$ cat config.mk
export PLATFORM = sky130hd
export DESIGN_NAME = sap_mem_arbiter_flat
export DESIGN_NICKNAME = d
export VERILOG_FILES = /design/src/rtl/sap_mem_arbiter_if.sv /design/src/rtl/sap_mem_arbiter.sv /design/src/flat_wrapper.sv
export SDC_FILE = /design/constraint.sdc
export NUM_CORES = 1
export LEC_CHECK = 0
export CAP_MARGIN = 20
export CORE_MARGIN = 2
export CORE_UTILIZATION = 33
export CTS_CLUSTER_SIZE = 30
export DETAILED_ROUTE_END_ITERATION = 16
export PLACE_DENSITY = 0.84
export SLEW_MARGIN = 20
export SYNTH_ARGS = -nofsm -noshare
export SYNTH_HDL_FRONTEND = slang
export SYNTH_SLANG_ARGS = --single-unit
$ cat constraint.sdc
create_clock -name clk -period 4.9 [get_ports clk]
set_input_delay 1.47 -clock clk [delete_from_list [all_inputs] [get_ports clk]]
set_output_delay 1.47 -clock clk [all_outputs]
set_load 0.02 [all_outputs]
$ cat src/rtl/sap_mem_arbiter_if.sv
// Bundle of the CPU port, the loader port and the RAM-side signals of the
// SAP memory arbiter. The slave modport is the arbiter's view. The master
// modport is the environment's view: both requesters plus the RAM primitive.
interface sap_mem_arbiter_if #(
    parameter int ADDR_W = 4,
    parameter int DATA_W = 8
);
    logic              cpu_req;
    logic              cpu_we;
    logic [ADDR_W-1:0] cpu_addr;
    logic [DATA_W-1:0] cpu_wdata;
    logic              cpu_gnt;
    logic              cpu_stall;
    logic              cpu_rvalid;
    logic [DATA_W-1:0] cpu_rdata;

    logic              ld_req;
    logic              ld_we;
    logic [ADDR_W-1:0] ld_addr;
    logic [DATA_W-1:0] ld_wdata;
    logic              ld_gnt;
    logic              ld_rvalid;
    logic [DATA_W-1:0] ld_rdata;
    logic              ld_lock;
    logic              locked;

    logic              mem_en;
    logic              mem_we;
    logic [ADDR_W-1:0] mem_addr;
    logic [DATA_W-1:0] mem_wdata;
    logic [DATA_W-1:0] mem_rdata;

    modport slave (
        input  cpu_req, cpu_we, cpu_addr, cpu_wdata,
        output cpu_gnt, cpu_stall, cpu_rvalid, cpu_rdata,
        input  ld_req, ld_we, ld_addr, ld_wdata, ld_lock,
        output ld_gnt, ld_rvalid, ld_rdata, locked,
        output mem_en, mem_we, mem_addr, mem_wdata,
        input  mem_rdata
    );

    modport master (
        output cpu_req, cpu_we, cpu_addr, cpu_wdata,
        input  cpu_gnt, cpu_stall, cpu_rvalid, cpu_rdata,
        output ld_req, ld_we, ld_addr, ld_wdata, ld_lock,
        input  ld_gnt, ld_rvalid, ld_rdata, locked,
        input  mem_en, mem_we, mem_addr, mem_wdata,
        output mem_rdata
    );
endinterface

$ cat src/rtl/sap_mem_arbiter.sv
// Shares the single-port SAP RAM between the CPU datapath and the program
// loader. The CPU normally wins. A saturating counter of consecutive loader
// denials forces the loader ahead once it reaches STARVE_MAX, and the loader
// can lock the RAM for a burst, which stalls the CPU until the lock drops.
// Reads return one cycle after the grant, routed by a one-deep tag.
module sap_mem_arbiter #(
    parameter int ADDR_W     = 4,
    parameter int DATA_W     = 8,
    parameter int STARVE_MAX = 3
) (
    input  logic               clk,
    input  logic               reset,
    sap_mem_arbiter_if.slave   bus
);

    typedef enum logic {
        CPU_PRI   = 1'b0,
        LD_LOCKED = 1'b1
    } state_t;

    localparam logic [3:0] STARVE_LIM = 4'(STARVE_MAX);

    state_t            r_state;
    state_t            w_state_nxt;
    logic [3:0]        r_starve;
    logic [3:0]        w_starve_nxt;
    logic              r_tag_rd;
    logic              r_tag_port;
    logic              w_cpu_gnt;
    logic              w_ld_gnt;
    logic              w_starved;
    logic              w_mem_we;
    logic [ADDR_W-1:0] w_mem_addr;
    logic [DATA_W-1:0] w_mem_wdata;
    logic              w_cpu_rvalid;
    logic              w_ld_rvalid;

    assign w_starved = (r_starve == STARVE_LIM);

    // Grant decision and next state; reset blocks every grant in its cycle.
    always_comb begin
        w_state_nxt = r_state;
        w_cpu_gnt   = 1'b0;
        w_ld_gnt    = 1'b0;
        if (!reset) begin
            case (r_state)
                CPU_PRI: begin
                    if (bus.ld_req && (!bus.cpu_req || w_starved)) begin
                        w_ld_gnt = 1'b1;
                    end else if (bus.cpu_req) begin
                        w_cpu_gnt = 1'b1;
                    end
                    // Lock only takes effect when it rides on a loader grant.
                    if (w_ld_gnt && bus.ld_lock) begin
                        w_state_nxt = LD_LOCKED;
                    end
                end
                LD_LOCKED: begin
                    w_ld_gnt = bus.ld_req;
                    if (!bus.ld_lock) begin
                        w_state_nxt = CPU_PRI;
                    end
                end
                default: w_state_nxt = CPU_PRI;
            endcase
        end
    end

    // Starvation counter: counts consecutive denied loader requests in
    // CPU_PRI; any grant, idle loader or lock entry brings it back to zero.
    always_comb begin
        w_starve_nxt = 4'd0;
        if (r_state == CPU_PRI && bus.ld_req && !w_ld_gnt) begin
            w_starve_nxt = w_starved ? r_starve : r_starve + 4'd1;
        end
    end

    // State, counter and read-return tag registers.
    always_ff @(posedge clk) begin
        if (reset) begin
            r_state    <= CPU_PRI;
            r_starve   <= 4'd0;
            r_tag_rd   <= 1'b0;
            r_tag_port <= 1'b0;
        end else begin
            r_state    <= w_state_nxt;
            r_starve   <= w_starve_nxt;
            r_tag_rd   <= (w_cpu_gnt && !bus.cpu_we) || (w_ld_gnt && !bus.ld_we);
            r_tag_port <= w_ld_gnt;
        end
    end

    // RAM mux: the granted port drives the RAM, otherwise everything idles at 0.
    always_comb begin
        w_mem_we    = 1'b0;
        w_mem_addr  = '0;
        w_mem_wdata = '0;
        if (w_cpu_gnt) begin
            w_mem_we    = bus.cpu_we;
            w_mem_addr  = bus.cpu_addr;
            w_mem_wdata = bus.cpu_wdata;
        end else if (w_ld_gnt) begin
            w_mem_we    = bus.ld_we;
            w_mem_addr  = bus.ld_addr;
            w_mem_wdata = bus.ld_wdata;
        end
    end

    assign bus.mem_en    = w_cpu_gnt | w_ld_gnt;
    assign bus.mem_we    = w_mem_we;
    assign bus.mem_addr  = w_mem_addr;
    assign bus.mem_wdata = w_mem_wdata;

    assign bus.cpu_gnt   = w_cpu_gnt;
    assign bus.ld_gnt    = w_ld_gnt;
    assign bus.cpu_stall = bus.cpu_req & ~w_cpu_gnt;
    assign bus.locked    = (r_state == LD_LOCKED);

    // A reset in the return cycle drops the pending read rather than delivering it.
    assign w_cpu_rvalid  = r_tag_rd & ~r_tag_port & ~reset;
    assign w_ld_rvalid   = r_tag_rd &  r_tag_port & ~reset;

    assign bus.cpu_rvalid = w_cpu_rvalid;
    assign bus.ld_rvalid  = w_ld_rvalid;
    assign bus.cpu_rdata  = w_cpu_rvalid ? bus.mem_rdata : '0;
    assign bus.ld_rdata   = w_ld_rvalid  ? bus.mem_rdata : '0;

endmodule

$ cat src/flat_wrapper.sv
// flat-port wrapper written by rule: the top's interface ports become plain ports
module sap_mem_arbiter_flat 
#(
    parameter int ADDR_W     = 4,
    parameter int DATA_W     = 8,
    parameter int STARVE_MAX = 3
)
  (clk, reset, bus_cpu_req, bus_cpu_we, bus_cpu_addr, bus_cpu_wdata, bus_cpu_gnt, bus_cpu_stall, bus_cpu_rvalid, bus_cpu_rdata, bus_ld_req, bus_ld_we, bus_ld_addr, bus_ld_wdata, bus_ld_lock, bus_ld_gnt, bus_ld_rvalid, bus_ld_rdata, bus_locked, bus_mem_en, bus_mem_we, bus_mem_addr, bus_mem_wdata, bus_mem_rdata);
  sap_mem_arbiter_if #(.ADDR_W(ADDR_W), .DATA_W(DATA_W)) bus_i ();
  input  logic clk;
  input  logic reset;
  input wire logic [$bits(bus_i.cpu_req)-1:0] bus_cpu_req;
  input wire logic [$bits(bus_i.cpu_we)-1:0] bus_cpu_we;
  input wire logic [$bits(bus_i.cpu_addr)-1:0] bus_cpu_addr;
  input wire logic [$bits(bus_i.cpu_wdata)-1:0] bus_cpu_wdata;
  output wire logic [$bits(bus_i.cpu_gnt)-1:0] bus_cpu_gnt;
  output wire logic [$bits(bus_i.cpu_stall)-1:0] bus_cpu_stall;
  output wire logic [$bits(bus_i.cpu_rvalid)-1:0] bus_cpu_rvalid;
  output wire logic [$bits(bus_i.cpu_rdata)-1:0] bus_cpu_rdata;
  input wire logic [$bits(bus_i.ld_req)-1:0] bus_ld_req;
  input wire logic [$bits(bus_i.ld_we)-1:0] bus_ld_we;
  input wire logic [$bits(bus_i.ld_addr)-1:0] bus_ld_addr;
  input wire logic [$bits(bus_i.ld_wdata)-1:0] bus_ld_wdata;
  input wire logic [$bits(bus_i.ld_lock)-1:0] bus_ld_lock;
  output wire logic [$bits(bus_i.ld_gnt)-1:0] bus_ld_gnt;
  output wire logic [$bits(bus_i.ld_rvalid)-1:0] bus_ld_rvalid;
  output wire logic [$bits(bus_i.ld_rdata)-1:0] bus_ld_rdata;
  output wire logic [$bits(bus_i.locked)-1:0] bus_locked;
  output wire logic [$bits(bus_i.mem_en)-1:0] bus_mem_en;
  output wire logic [$bits(bus_i.mem_we)-1:0] bus_mem_we;
  output wire logic [$bits(bus_i.mem_addr)-1:0] bus_mem_addr;
  output wire logic [$bits(bus_i.mem_wdata)-1:0] bus_mem_wdata;
  input wire logic [$bits(bus_i.mem_rdata)-1:0] bus_mem_rdata;
  assign bus_i.cpu_req = bus_cpu_req;
  assign bus_i.cpu_we = bus_cpu_we;
  assign bus_i.cpu_addr = bus_cpu_addr;
  assign bus_i.cpu_wdata = bus_cpu_wdata;
  assign bus_cpu_gnt = bus_i.cpu_gnt;
  assign bus_cpu_stall = bus_i.cpu_stall;
  assign bus_cpu_rvalid = bus_i.cpu_rvalid;
  assign bus_cpu_rdata = bus_i.cpu_rdata;
  assign bus_i.ld_req = bus_ld_req;
  assign bus_i.ld_we = bus_ld_we;
  assign bus_i.ld_addr = bus_ld_addr;
  assign bus_i.ld_wdata = bus_ld_wdata;
  assign bus_i.ld_lock = bus_ld_lock;
  assign bus_ld_gnt = bus_i.ld_gnt;
  assign bus_ld_rvalid = bus_i.ld_rvalid;
  assign bus_ld_rdata = bus_i.ld_rdata;
  assign bus_locked = bus_i.locked;
  assign bus_mem_en = bus_i.mem_en;
  assign bus_mem_we = bus_i.mem_we;
  assign bus_mem_addr = bus_i.mem_addr;
  assign bus_mem_wdata = bus_i.mem_wdata;
  assign bus_i.mem_rdata = bus_mem_rdata;
  sap_mem_arbiter #(.ADDR_W(ADDR_W), .DATA_W(DATA_W), .STARVE_MAX(STARVE_MAX)) u_core (.clk(clk), .reset(reset), .bus(bus_i));
endmodule
==> impl_metrics.csv <==
group,metric,value,unit
flow_run,drv_cap,0,
sta,min_period_over_period,96.9,%
layout,n_fill_cell,198,
yosys,async_reset_ff_share,0,%
yosys,syn-instance-count,99,
routing,viasPerCell,4.87,
clock_tree,root_buffer,"clkbuf_4",
layout,fin_nets,216,
outcome,status,"finished, final reports clean",
power_and_ir_drop,fin_total_pwr,0.221,mW
routing,route.vias.total,989,
global_route,grt_use_met3,7.06,%
clock_tree,clk_pin_slew_worst_paths,50,ps
layout,multi_input_area,571,µm²
layout,regArea,140,µm²
global_route,antenna_found_initial,0,
global_route,grt_pass1_wl,3890,µm
place,dpl.hpwl,2140,µm
clock_tree,post_cts_resized,0,
critical_path,worstSetupEndpointType,"output port",
layout,antenna_cells,0,
place,io_buffers,74,
routing,drc_errors,0,
clock_tree,cts.sinks,7,
critical_path,r2r_start,"u_core.r_starve[0]",
sta,finalHoldViolations,0,
routing,dr.first_iter.drc_count,6,
yosys,synth_edf_count,0,
global_route,grt_max_degree,18,
yosys,yosysMostFrequentCell,"and2_1",
yosys,synth.area.mux_share,0,%
global_route,grt.overflow.total,0,
power_and_ir_drop,power_frac_comb,49.0,%
floorplanning,start_util,35.7,%
global_route,grt_util_all_layers,19.1,%
yosys,yosys_warnings,0,
sta,max_freq,211,MHz
clock_tree,htree_num_levels,1,
place,gp_congestion,0.730,
clock_tree,cts_tree,"done",
clock_tree,clockBufferDepth,2,
yosys,netlist_area,805,µm²
yosys,synth-seq-cells,7,
yosys,synthFlopType,"dfxtp_1",
sta,finalSetupViolCount,0,
layout,drive_above_1_share,11.4,%
floorplanning,io_pins,75,
yosys,synth_compound_gate_area_share,26.7,%
power_and_ir_drop,clkPwrFrac,23.9,%
yosys,ys_top_cells_by_area,"dfxtp_1, o32ai_2, and2_1",
yosys,yosys.area.top_type_share,17.4,%
sta,max_slew_margin,74.4,%
power_and_ir_drop,switching_power,0.0679,mW
critical_path,critical_path_arrival,3280,ps
yosys,synth_common_cells,"and2_1, nand2b_1, inv_1",
clock_tree,clk_latency,250,ps
routing,antenna_left,0,
sta,slew_viol_final,0,
global_route,grt_pass1_vias,877,
floorplanning,dieArea,2850,µm²
power_and_ir_drop,power.internal,0.153,mW
yosys,avgSynthCellArea,8.13,µm²
sta,fin_tns_setup,0,ps
power_and_ir_drop,p_sw_share,30.8,%
floorplanning,die_w,53.4,µm
yosys,synthAdderAreaFrac,1.56,%
worst_hold_path,min-delay-start,"u_core.r_starve[0]",
yosys,syn-num-nets,139,
routing,drt-pass1-iter-count,4,
floorplanning,die_y,53.4,µm
critical_path,cp-startpoint,"bus_cpu_req",
power_and_ir_drop,irDropWorstVdd,0.000132,V
critical_path,path_class,"in2out",
global_route,globalRouteMet2Util,34.4,%
routing,wl_per_cell,12.6,µm
power_and_ir_drop,seqPwrFrac,27.1,%
place,placed_cell_area,1590,µm²
sta,rsz0062_at_grt,"false",
sta,hold_slack,480,ps
yosys,yosysSeqAreaShare,17.4,%
floorplanning,num_rows,17,
clock_tree,cts_inserted_buffers,3,
yosys,synth-xor-area-share,1.09,%
worst_hold_path,hold_class,"reg2reg",
power_and_ir_drop,power_density,137,nW/µm²
power_and_ir_drop,power.leakage,0.623,nW
sta,skew,1.67,ps
global_route,gr-max-usage-layer,"met2",
critical_path,start_kind,"primary input",
yosys,synthSimpleGateAreaFrac,41.5,%
critical_path,path_max_fanout,13,
yosys,synthDistinctLibCells,28,
floorplanning,core_area,2250,µm²
routing,drt_wl_total,2560,µm
yosys,yosysTopAreaCell,"dfxtp_1",
global_route,grtUsageMet1,18.5,%
layout,final_core_util,71.5,%
sta,worstMarginPinSlew,383,ps
layout,stdcell_area,1610,µm²
sta,final.min_clock_period,4750,ps
clock_tree,postCtsHoldBufs,0,
clock_tree,postCtsSetupBuffers,0,
yosys,synth_top_family_by_area,"simple AND/OR/NAND/NOR gates",
critical_path,required,3430,ps
layout,area_delta_synth_final,100,%
## registers in the layout (all words and copies together) (netlist names)
signal / cells
u_core.bus.locked: 1
u_core.r_tag_port: 1
u_core.r_starve: 4
u_core.r_tag_rd: 1
## per-layer routing
metal  wire length, µm  up-vias
met3               390        4
met5                 0        -
met4                43        0
met2              1250       59
li1                  -      490
met1               883      436
## path summary, 6_finish.rpt
check	cells after the start	slack, ps	endpoint
min	1	480	u_core.r_starve[0]
max	6	150	bus_mem_addr[1]
min reg2reg	1	480	u_core.r_starve[0]
max reg2reg	5	3490	u_core.r_tag_rd
## worst max-delay path, stage by stage
cell and delay (ps):
clkdlybuf4s50_1 510, nor2b_1 190, nand2_1 140, buf_12 180
o32ai_1 120, clkdlybuf4s50_1 660
## kinds of logic (layout without fill, tap and decap cells)
group / Yosys count / in the layout
flip-flops: 7 / 7
AND/OR/NAND/NOR: 53 / 53
adder cells (fa/ha/maj): 1 / 1
buffers and inverters: 20 / 96
AO/OA/AOI/OAI: 17 / 17
XOR/XNOR: 1 / 1
## through the flow
| stage | setup WS (ps) | cells |
|---|---|---|
| global placement | 200 | 199 |
| detailed placement | 142 | 199 |
| global route | 19.7 | 203 |
| finish | 152 | 203 |
| CTS | 140 | 203 |
| floorplan | 936 | 99 |
## cell usage in the layout, fill, tap and decap left out, types with 2 or more instances in the layout
cell type,instances
and2_1,16
nor2_1,9
nand3_1,2
clkbuf_4,3
o32ai_2,7
buf_4,4
inv_1,13
clkdlybuf4s50_1,74
o32ai_1,6
dfxtp_1,7
nand2b_1,15
## power by group through the flow
stage                     logic, mW  registers (mW)  clock network, mW
after floorplan              0.0486          0.0609                  0
after global placement        0.107          0.0607                  0
after detailed placement      0.109          0.0608                  0
after CTS                     0.110          0.0596             0.0552
after global routing          0.116          0.0599             0.0583
final                         0.108          0.0597             0.0528
## cell type report
type / count / area share [%]
tap: 28 / 2.17
inverter: 13 / 3.03
multi-input combinational: 72 / 35.4
sequential: 7 / 8.70
clock buffer: 4 / 1.63
timing repair buffer: 79 / 49.1
No activity file was read; power rests on OpenSTA's default activity.
